File: config.mk
export PLATFORM = sky130hd
export DESIGN_NAME = sync_fifo_wc_flat
export DESIGN_NICKNAME = d
export VERILOG_FILES = /design/src/rtl/sync_fifo_pkg.sv /design/src/rtl/sync_fifo_wc_if.sv /design/src/rtl/sync_fifo_mem.sv /design/src/rtl/sync_fifo_wc.sv /design/src/flat_wrapper.sv
export SDC_FILE = /design/constraint.sdc
export NUM_CORES = 1
export LEC_CHECK = 0
export BUFFER_PORTS_ARGS = -buffer_cell sky130_fd_sc_hd__buf_4
export CAP_MARGIN = 25
export CORE_MARGIN = 4
export CORE_UTILIZATION = 25
export DETAILED_ROUTE_END_ITERATION = 10
export PLACE_DENSITY_LB_ADDON = 0.05
export SLEW_MARGIN = 10
export SYNTH_ARGS = -nofsm -noshare
export SYNTH_HDL_FRONTEND = slang
export SYNTH_SLANG_ARGS = --single-unit
export TNS_END_PERCENT = 10
File: constraint.sdc
create_clock -name clk -period 8.3 [get_ports clk]
set_input_delay 1.245 -clock clk [delete_from_list [all_inputs] [get_ports clk]]
set_output_delay 1.245 -clock clk [all_outputs]
set_load 0.02 [all_outputs]
File: src/rtl/sync_fifo_pkg.sv
// sync_fifo_pkg: shared helpers and default thresholds for the width-converting sync FIFO
package sync_fifo_pkg;

   // almostEmpty default threshold in base words
   localparam int AE_DEFAULT = 2;
   // almostFull default sits this many words below FIFO_DEPTH
   localparam int AF_MARGIN = 2;

   function automatic int clog2(input int v);
      int r;
      r = 0;
      while ((1 << r) < v) r++;
      return r;
   endfunction

   // A width multiplier must be a power of two no larger than 8
   function automatic bit mulOk(input int m);
      return (m >= 1) && (m <= 8) && ((1 << clog2(m)) == m);
   endfunction

endpackage

File: src/rtl/sync_fifo_wc_if.sv
// sync_fifo_wc_if: producer/consumer bus of the width-converting sync FIFO
interface sync_fifo_wc_if #(
   parameter int DATA_WIDTH        = 8,
   parameter int WR_DATA_WIDTH_MUL = 1,
   parameter int RD_DATA_WIDTH_MUL = 1,
   parameter int ADDRESS_WIDTH     = 4
);
   logic                                    flush;
   logic                                    wrEn;
   logic [WR_DATA_WIDTH_MUL*DATA_WIDTH-1:0] din;
   logic                                    fifoFull;
   logic                                    almostFull;
   logic                                    rdEn;
   logic [RD_DATA_WIDTH_MUL*DATA_WIDTH-1:0] dout;
   logic                                    doutValid;
   logic                                    fifoEmpty;
   logic                                    almostEmpty;
   logic [ADDRESS_WIDTH:0]                  wordCount;
   logic                                    overflow;
   logic                                    underflow;

   modport master (
      output flush, wrEn, din, rdEn,
      input  fifoFull, almostFull, dout, doutValid, fifoEmpty, almostEmpty, wordCount, overflow, underflow
   );

   modport slave (
      input  flush, wrEn, din, rdEn,
      output fifoFull, almostFull, dout, doutValid, fifoEmpty, almostEmpty, wordCount, overflow, underflow
   );
endinterface

File: src/rtl/sync_fifo_mem.sv
// sync_fifo_mem: base-word array with multi-word write and read ports, modulo addressing
module sync_fifo_mem #(
   parameter int DATA_WIDTH    = 8,
   parameter int WR_MUL        = 1,
   parameter int RD_MUL        = 1,
   parameter int ADDRESS_WIDTH = 4,
   parameter int FWFT          = 0
) (
   input  logic                         clk,
   input  logic                         rst,
   input  logic                         we,
   input  logic                         re,
   input  logic [ADDRESS_WIDTH:0]       wrAddr,
   input  logic [ADDRESS_WIDTH:0]       rdAddr,
   input  logic [WR_MUL*DATA_WIDTH-1:0] din,
   output logic [RD_MUL*DATA_WIDTH-1:0] dout
);
   localparam int DEPTH = 1 << ADDRESS_WIDTH;
   localparam int CW = ADDRESS_WIDTH + 1;

   logic [DATA_WIDTH-1:0]        mem [DEPTH];
   logic [RD_MUL*DATA_WIDTH-1:0] rdWord;
   logic [RD_MUL*DATA_WIDTH-1:0] doutQ;

   // Store every base word of an accepted write, wrapping past the end of the array
   always_ff @(posedge clk)
      if (we)
         for (int i = 0; i < WR_MUL; i++)
            mem[ADDRESS_WIDTH'(wrAddr + CW'(i))] <= din[i*DATA_WIDTH +: DATA_WIDTH];

   genvar k;
   for (k = 0; k < RD_MUL; k++) begin : gRd
      assign rdWord[k*DATA_WIDTH +: DATA_WIDTH] = mem[ADDRESS_WIDTH'(rdAddr + CW'(k))];
   end

   // Registered read port: capture the head words on an accepted read, hold otherwise
   always_ff @(posedge clk or posedge rst)
      if (rst) doutQ <= '0;
      else if (re) doutQ <= rdWord;

   assign dout = (FWFT != 0) ? rdWord : doutQ;
endmodule

File: src/rtl/sync_fifo_wc.sv
// sync_fifo_wc: single-clock width-converting FIFO with exact count, thresholds, sticky errors and flush
module sync_fifo_wc
   import sync_fifo_pkg::*;
#(
   parameter int DATA_WIDTH        = 8,
   parameter int WR_DATA_WIDTH_MUL = 1,
   parameter int RD_DATA_WIDTH_MUL = 1,
   parameter int ADDRESS_WIDTH     = 4,
   parameter int AF_THRESH         = (1 << ADDRESS_WIDTH) - AF_MARGIN,
   parameter int AE_THRESH         = AE_DEFAULT,
   parameter int FWFT              = 0
) (
   input  logic           clk,
   input  logic           rst,
   sync_fifo_wc_if.slave  bus
);
   localparam int DEPTH = 1 << ADDRESS_WIDTH;
   localparam int CW = ADDRESS_WIDTH + 1;
   localparam logic [CW-1:0] DEPTH_C = CW'(DEPTH);
   localparam logic [CW-1:0] WR_C = CW'(WR_DATA_WIDTH_MUL);
   localparam logic [CW-1:0] RD_C = CW'(RD_DATA_WIDTH_MUL);
   localparam logic [CW-1:0] AF_C = CW'(AF_THRESH);
   localparam logic [CW-1:0] AE_C = CW'(AE_THRESH);

   if (!mulOk(WR_DATA_WIDTH_MUL) || !mulOk(RD_DATA_WIDTH_MUL)) begin : gBadMul
      $error("sync_fifo_wc: width multipliers must be 1, 2, 4 or 8");
   end
   if ((DEPTH % WR_DATA_WIDTH_MUL) != 0 || (DEPTH % RD_DATA_WIDTH_MUL) != 0) begin : gBadDepth
      $error("sync_fifo_wc: FIFO depth must be a multiple of both width multipliers");
   end
   if (AF_THRESH > DEPTH) begin : gBadAf
      $error("sync_fifo_wc: AF_THRESH exceeds FIFO depth");
   end

   logic [CW-1:0] wrPtr, rdPtr, count;
   logic          full, empty, wrAcc, rdAcc;
   logic          overflowQ, underflowQ, validQ;

   assign full  = (DEPTH_C - count) < WR_C;
   assign empty = count < RD_C;
   assign wrAcc = bus.wrEn & ~full & ~bus.flush;
   assign rdAcc = bus.rdEn & ~empty & ~bus.flush;

   // Pointers, occupancy and sticky flags; flush wins over any request in the same cycle
   always_ff @(posedge clk or posedge rst)
      if (rst) begin
         wrPtr      <= '0;
         rdPtr      <= '0;
         count      <= '0;
         overflowQ  <= 1'b0;
         underflowQ <= 1'b0;
         validQ     <= 1'b0;
      end else if (bus.flush) begin
         wrPtr      <= '0;
         rdPtr      <= '0;
         count      <= '0;
         overflowQ  <= 1'b0;
         underflowQ <= 1'b0;
         validQ     <= 1'b0;
      end else begin
         wrPtr      <= wrPtr + (wrAcc ? WR_C : '0);
         rdPtr      <= rdPtr + (rdAcc ? RD_C : '0);
         count      <= count + (wrAcc ? WR_C : '0) - (rdAcc ? RD_C : '0);
         overflowQ  <= overflowQ | (bus.wrEn & full);
         underflowQ <= underflowQ | (bus.rdEn & empty);
         validQ     <= rdAcc;
      end

   sync_fifo_mem #(
      .DATA_WIDTH    (DATA_WIDTH),
      .WR_MUL        (WR_DATA_WIDTH_MUL),
      .RD_MUL        (RD_DATA_WIDTH_MUL),
      .ADDRESS_WIDTH (ADDRESS_WIDTH),
      .FWFT          (FWFT)
   ) uMem (
      .clk    (clk),
      .rst    (rst),
      .we     (wrAcc),
      .re     (rdAcc),
      .wrAddr (wrPtr),
      .rdAddr (rdPtr),
      .din    (bus.din),
      .dout   (bus.dout)
   );

   assign bus.fifoFull    = full;
   assign bus.fifoEmpty   = empty;
   assign bus.almostFull  = count >= AF_C;
   assign bus.almostEmpty = count <= AE_C;
   assign bus.wordCount   = count;
   assign bus.overflow    = overflowQ;
   assign bus.underflow   = underflowQ;
   assign bus.doutValid   = (FWFT != 0) ? ~empty : validQ;
endmodule

File: src/flat_wrapper.sv
// flat-port wrapper written by rule: the top's interface ports become plain ports
module sync_fifo_wc_flat import sync_fifo_pkg::*;
#(
   parameter int DATA_WIDTH        = 8,
   parameter int WR_DATA_WIDTH_MUL = 1,
   parameter int RD_DATA_WIDTH_MUL = 1,
   parameter int ADDRESS_WIDTH     = 4,
   parameter int AF_THRESH         = (1 << ADDRESS_WIDTH) - AF_MARGIN,
   parameter int AE_THRESH         = AE_DEFAULT,
   parameter int FWFT              = 0
)
  (clk, rst, bus_flush, bus_wrEn, bus_din, bus_rdEn, bus_fifoFull, bus_almostFull, bus_dout, bus_doutValid, bus_fifoEmpty, bus_almostEmpty, bus_wordCount, bus_overflow, bus_underflow);
  sync_fifo_wc_if #(.DATA_WIDTH(DATA_WIDTH), .WR_DATA_WIDTH_MUL(WR_DATA_WIDTH_MUL), .RD_DATA_WIDTH_MUL(RD_DATA_WIDTH_MUL), .ADDRESS_WIDTH(ADDRESS_WIDTH)) bus_i ();
  input  logic clk;
  input  logic rst;
  input wire logic [$bits(bus_i.flush)-1:0] bus_flush;
  input wire logic [$bits(bus_i.wrEn)-1:0] bus_wrEn;
  input wire logic [$bits(bus_i.din)-1:0] bus_din;
  input wire logic [$bits(bus_i.rdEn)-1:0] bus_rdEn;
  output wire logic [$bits(bus_i.fifoFull)-1:0] bus_fifoFull;
  output wire logic [$bits(bus_i.almostFull)-1:0] bus_almostFull;
  output wire logic [$bits(bus_i.dout)-1:0] bus_dout;
  output wire logic [$bits(bus_i.doutValid)-1:0] bus_doutValid;
  output wire logic [$bits(bus_i.fifoEmpty)-1:0] bus_fifoEmpty;
  output wire logic [$bits(bus_i.almostEmpty)-1:0] bus_almostEmpty;
  output wire logic [$bits(bus_i.wordCount)-1:0] bus_wordCount;
  output wire logic [$bits(bus_i.overflow)-1:0] bus_overflow;
  output wire logic [$bits(bus_i.underflow)-1:0] bus_underflow;
  assign bus_i.flush = bus_flush;
  assign bus_i.wrEn = bus_wrEn;
  assign bus_i.din = bus_din;
  assign bus_i.rdEn = bus_rdEn;
  assign bus_fifoFull = bus_i.fifoFull;
  assign bus_almostFull = bus_i.almostFull;
  assign bus_dout = bus_i.dout;
  assign bus_doutValid = bus_i.doutValid;
  assign bus_fifoEmpty = bus_i.fifoEmpty;
  assign bus_almostEmpty = bus_i.almostEmpty;
  assign bus_wordCount = bus_i.wordCount;
  assign bus_overflow = bus_i.overflow;
  assign bus_underflow = bus_i.underflow;
  sync_fifo_wc #(.DATA_WIDTH(DATA_WIDTH), .WR_DATA_WIDTH_MUL(WR_DATA_WIDTH_MUL), .RD_DATA_WIDTH_MUL(RD_DATA_WIDTH_MUL), .ADDRESS_WIDTH(ADDRESS_WIDTH), .AF_THRESH(AF_THRESH), .AE_THRESH(AE_THRESH), .FWFT(FWFT)) u_core (.clk(clk), .rst(rst), .bus(bus_i));
endmodule
==> impl_metrics.sql <==
INSERT INTO impl_metrics (metric_group, metric, value, unit) VALUES
('pwr', 'power_per_cell_area', '282', 'mW/mm^2'),
('clocking', 'htreeDepth', '4', ''),
('die', 'die_w', '168', 'um'),
('placed_design', 'detailedPlacementHpwl', '9810', 'um'),
('finish', 'mostFrequentLayoutCells', 'sky130_fd_sc_hd__edfxtp_1, sky130_fd_sc_hd__buf_4, sky130_fd_sc_hd__mux4_2', ''),
('worst_setup_path', 'crit_path_start_kind', 'flop', ''),
('placed_design', 'total_instance_count_after_detailed_placement', '708', ''),
('finish', 'layout.filler_cells', '2510', ''),
('pwr', 'cellLeakagePower', '0.00257', 'uW'),
('drt', 'wl', '15300', 'um'),
('timing', 'timing_worst_slew_pin_value', '931', 'ps'),
('clocking', 'clock_tree.root_cell', 'sky130_fd_sc_hd__clkbuf_16', ''),
('logic_synthesis', 'synth_nets', '376', ''),
('die', 'initial_core_util', '25.4', '%'),
('drt', 'viasPerCell', '4.33', ''),
('worst_setup_path', 'path_max_fanout', '6', ''),
('placed_design', 'place_congestion', '0.716', ''),
('global_route', 'groute.usage.overall', '11.4', '%'),
('finish', 'area_growth', '19.4', '%'),
('global_route', 'grt_max_degree', '34', ''),
('finish', 'final_layout_size_suffix_gt1_share', '28.3', '%'),
('timing', 'finalSetupViolCount', '0', ''),
('finish', 'finish.net_count', '429', ''),
('logic_synthesis', 'netlist-cell-type-count', '44', ''),
('worst_setup_path', 'timing.reg2reg.worst_path_depth', '14', ''),
('timing', 'layout_min_cycle_time', '3440', 'ps'),
('logic_synthesis', 'number_of_flip_flops_and_latches_in_the_synthesized_netlist', '152', ''),
('clocking', 'worst_skew_pair.late_latency', '420', 'ps'),
('die', 'ios', '33', ''),
('worst_setup_path', 'setup.reg_to_reg.worst_slack', '5090', 'ps'),
('timing', 'rsz0062_at_grt', 'no', ''),
('logic_synthesis', 'synth_area_leaders', 'sky130_fd_sc_hd__edfxtp_1, sky130_fd_sc_hd__mux4_2, sky130_fd_sc_hd__dfrtp_1, sky130_fd_sc_hd__ha_1, sky130_fd_sc_hd__mux4_1', ''),
('logic_synthesis', 'netlist_area', '0.00637', 'mm^2'),
('logic_synthesis', 'yosysWarnings', '0', ''),
('drt', 'drc_errors', '0', ''),
('die', 'floorplan.die.height', '168', 'um'),
('min_path', 'min-delay-start', 'u_core.bus.overflow', ''),
('global_route', 'grt_first_pass_wirelength', '23200', 'um'),
('clocking', 'clock_sink_count', '152', ''),
('worst_setup_path', 'arrival', '2200', 'ps'),
('clocking', 'postCtsSetupBuffers', '0', ''),
('timing', 'skew', '10.8', 'ps'),
('drt', 'drt-initial-drc-count', '157', ''),
('timing', 'worst_hold_slack', '507', 'ps'),
('clocking', 'clk_transition_reported_paths', '60', 'ps'),
('worst_setup_path', 'timing.critical_path.to_type', 'output port', ''),
('logic_synthesis', 'synth.top_cell.area_share', '60.4', '%'),
('global_route', 'antenna_violations_before_repair', '0', ''),
('clocking', 'clockBufferDepth', '2', ''),
('worst_setup_path', 'worst_r2r_startpoint', 'u_core.bus.wordCount[1]', ''),
('pwr', 'vdd_drop_max', '108', 'uV'),
('logic_synthesis', 'yosysTopAreaCell', 'sky130_fd_sc_hd__edfxtp_1', ''),
('clocking', 'post_cts_resize_count', '0', ''),
('timing', 'report.final.hold_viol_count', '0', ''),
('clocking', 'hold_buffers', '0', ''),
('drt', 'avgRoutedWirePerCell', '20.7', 'um'),
('min_path', 'hold_class', 'flop to flop', ''),
('timing', 'final_max_slew_viol_count', '0', ''),
('job', 'maxCapViolations', '0', ''),
('pwr', 'power', '2140', 'uW'),
('die', 'die_ar', '0.0281', 'mm^2'),
('global_route', 'vias_in_the_first_global_route', '3401', ''),
('global_route', 'global_route.overflow_total', '0', ''),
('status', 'run_status', 'finished clean', ''),
('clocking', 'inserted_clock_buffers', '17', ''),
('min_path', 'min_delay_path_depth', '1', ''),
('logic_synthesis', 'number_of_instances_in_the_synthesized_netlist', '345', ''),
('logic_synthesis', 'synth-seq-area-share', '69.8', '%'),
('timing', 'fmaxAchievable', '290', 'MHz'),
('drt', 'drt.antenna.violating_nets', '0', ''),
('min_path', 'worst_hold_path.endpoint', 'u_core.bus.overflow', '');
==> how the worst max path moves through the flow <==
stage,from,to,slack [ps],cells after the start
after global placement,bus_flush,u_core.bus.wordCount[4],4560,13
after floorplan,bus_rdEn,u_core.bus.wordCount[4],5130,12
after CTS,u_core.bus.wordCount[1],bus_fifoFull,4810,6
after detailed placement,bus_flush,u_core.bus.wordCount[4],4450,13
final,u_core.bus.wordCount[1],bus_fifoFull,4860,6
after global routing,bus_flush,u_core.bus.wordCount[4],4680,13
==> power by group <==
group          internal (uW)  leakage, uW  switching (uW)  total [uW]
Clock                    382     0.000251             315         697
Sequential               877      0.00147            44.9         921
Combinational            236     0.000855             285         521
Total                   1500      0.00257             645        2140
==> synth_stat cells (all sizes together) <==
master,instances
nand2,8
and3,1
nor3,7
nor2,17
clkbuf,5
a211o,1
a2bb2oi,2
a21oi,3
nor4b,2
nand3b,3
nand4,3
a31oi,1
fa,1
o21ba,1
ha,17
o21bai,2
buf,10
a221o,4
or3,1
edfxtp,128
xnor2,8
xor2,1
mux4,32
inv,17
nand3,5
or2b,1
a32o,1
nand2b,4
o211ai,5
o32ai,4
nor3b,2
dlygate4sd1,1
nor2b,10
mux2i,9
a21boi,1
dfrtp,24
nor4,2
mux2,1
==> registers in the layout, summed over array words and instances (netlist names) <==
signal	flops
u_core.uMem.mem	128
u_core.uMem.dout	8
u_core.bus.wordCount	5
u_core.rdPtr	4
u_core.wrPtr	4
u_core.bus.doutValid	1
u_core.bus.overflow	1
u_core.bus.underflow	1
==> stage by stage <==
| step | instance area, um^2 | setup WS, ps |
|---|---|---|
| floorplan | 6370 | 5130 |
| global placement | 7000 | 4560 |
| detailed placement | 7060 | 4450 |
| CTS | 7590 | 4810 |
| global route | 7600 | 4680 |
| finish | 7600 | 4860 |
==> final cells by class <==
class	instances	share of cell area (%)
antenna	1	0.0329
multi-input combinational	160	22.9
clock inverter	14	1.35
tap	330	5.43
clock buffer	17	5.60
timing repair buffer	50	5.35
inverter	17	0.839
sequential	152	58.5
==> logic make-up (layout without fill, tap and decap cells) <==
group | count (synthesis) | count (layout) | share of synthesized area [%]
AO/OA/AOI/OAI | 25 | 25 | 3.18
XOR/XNOR | 9 | 9 | 1.24
adder cells (fa/ha/maj) | 18 | 18 | 3.65
buffers and inverters | 33 | 98 | 3.34
flip-flops | 152 | 152 | 69.8
multiplexers | 42 | 42 | 13.1
other | 0 | 1 | 0
AND/OR/NAND/NOR | 66 | 66 | 5.66
==> routing by layer <==
layer / vias up / wire length (um) / track usage (%)
met5: - / 0 / 0
met4: 0 / 180 / 3.71
met3: 11 / 370 / 2.27
met2: 44 / 7250 / 17.7
met1: 1688 / 7540 / 16.2
li1: 1468 / - / -
==> worst max-delay path: stages, from the launching register on <==
cell                      delay (ps)
sky130_fd_sc_hd__dfrtp_1         510
sky130_fd_sc_hd__inv_1           130
sky130_fd_sc_hd__ha_1            270
sky130_fd_sc_hd__xnor2_1         140
sky130_fd_sc_hd__or3_1           380
sky130_fd_sc_hd__nor2_1          180
sky130_fd_sc_hd__buf_4           170
No activity file was read; power rests on OpenSTA's default activity.
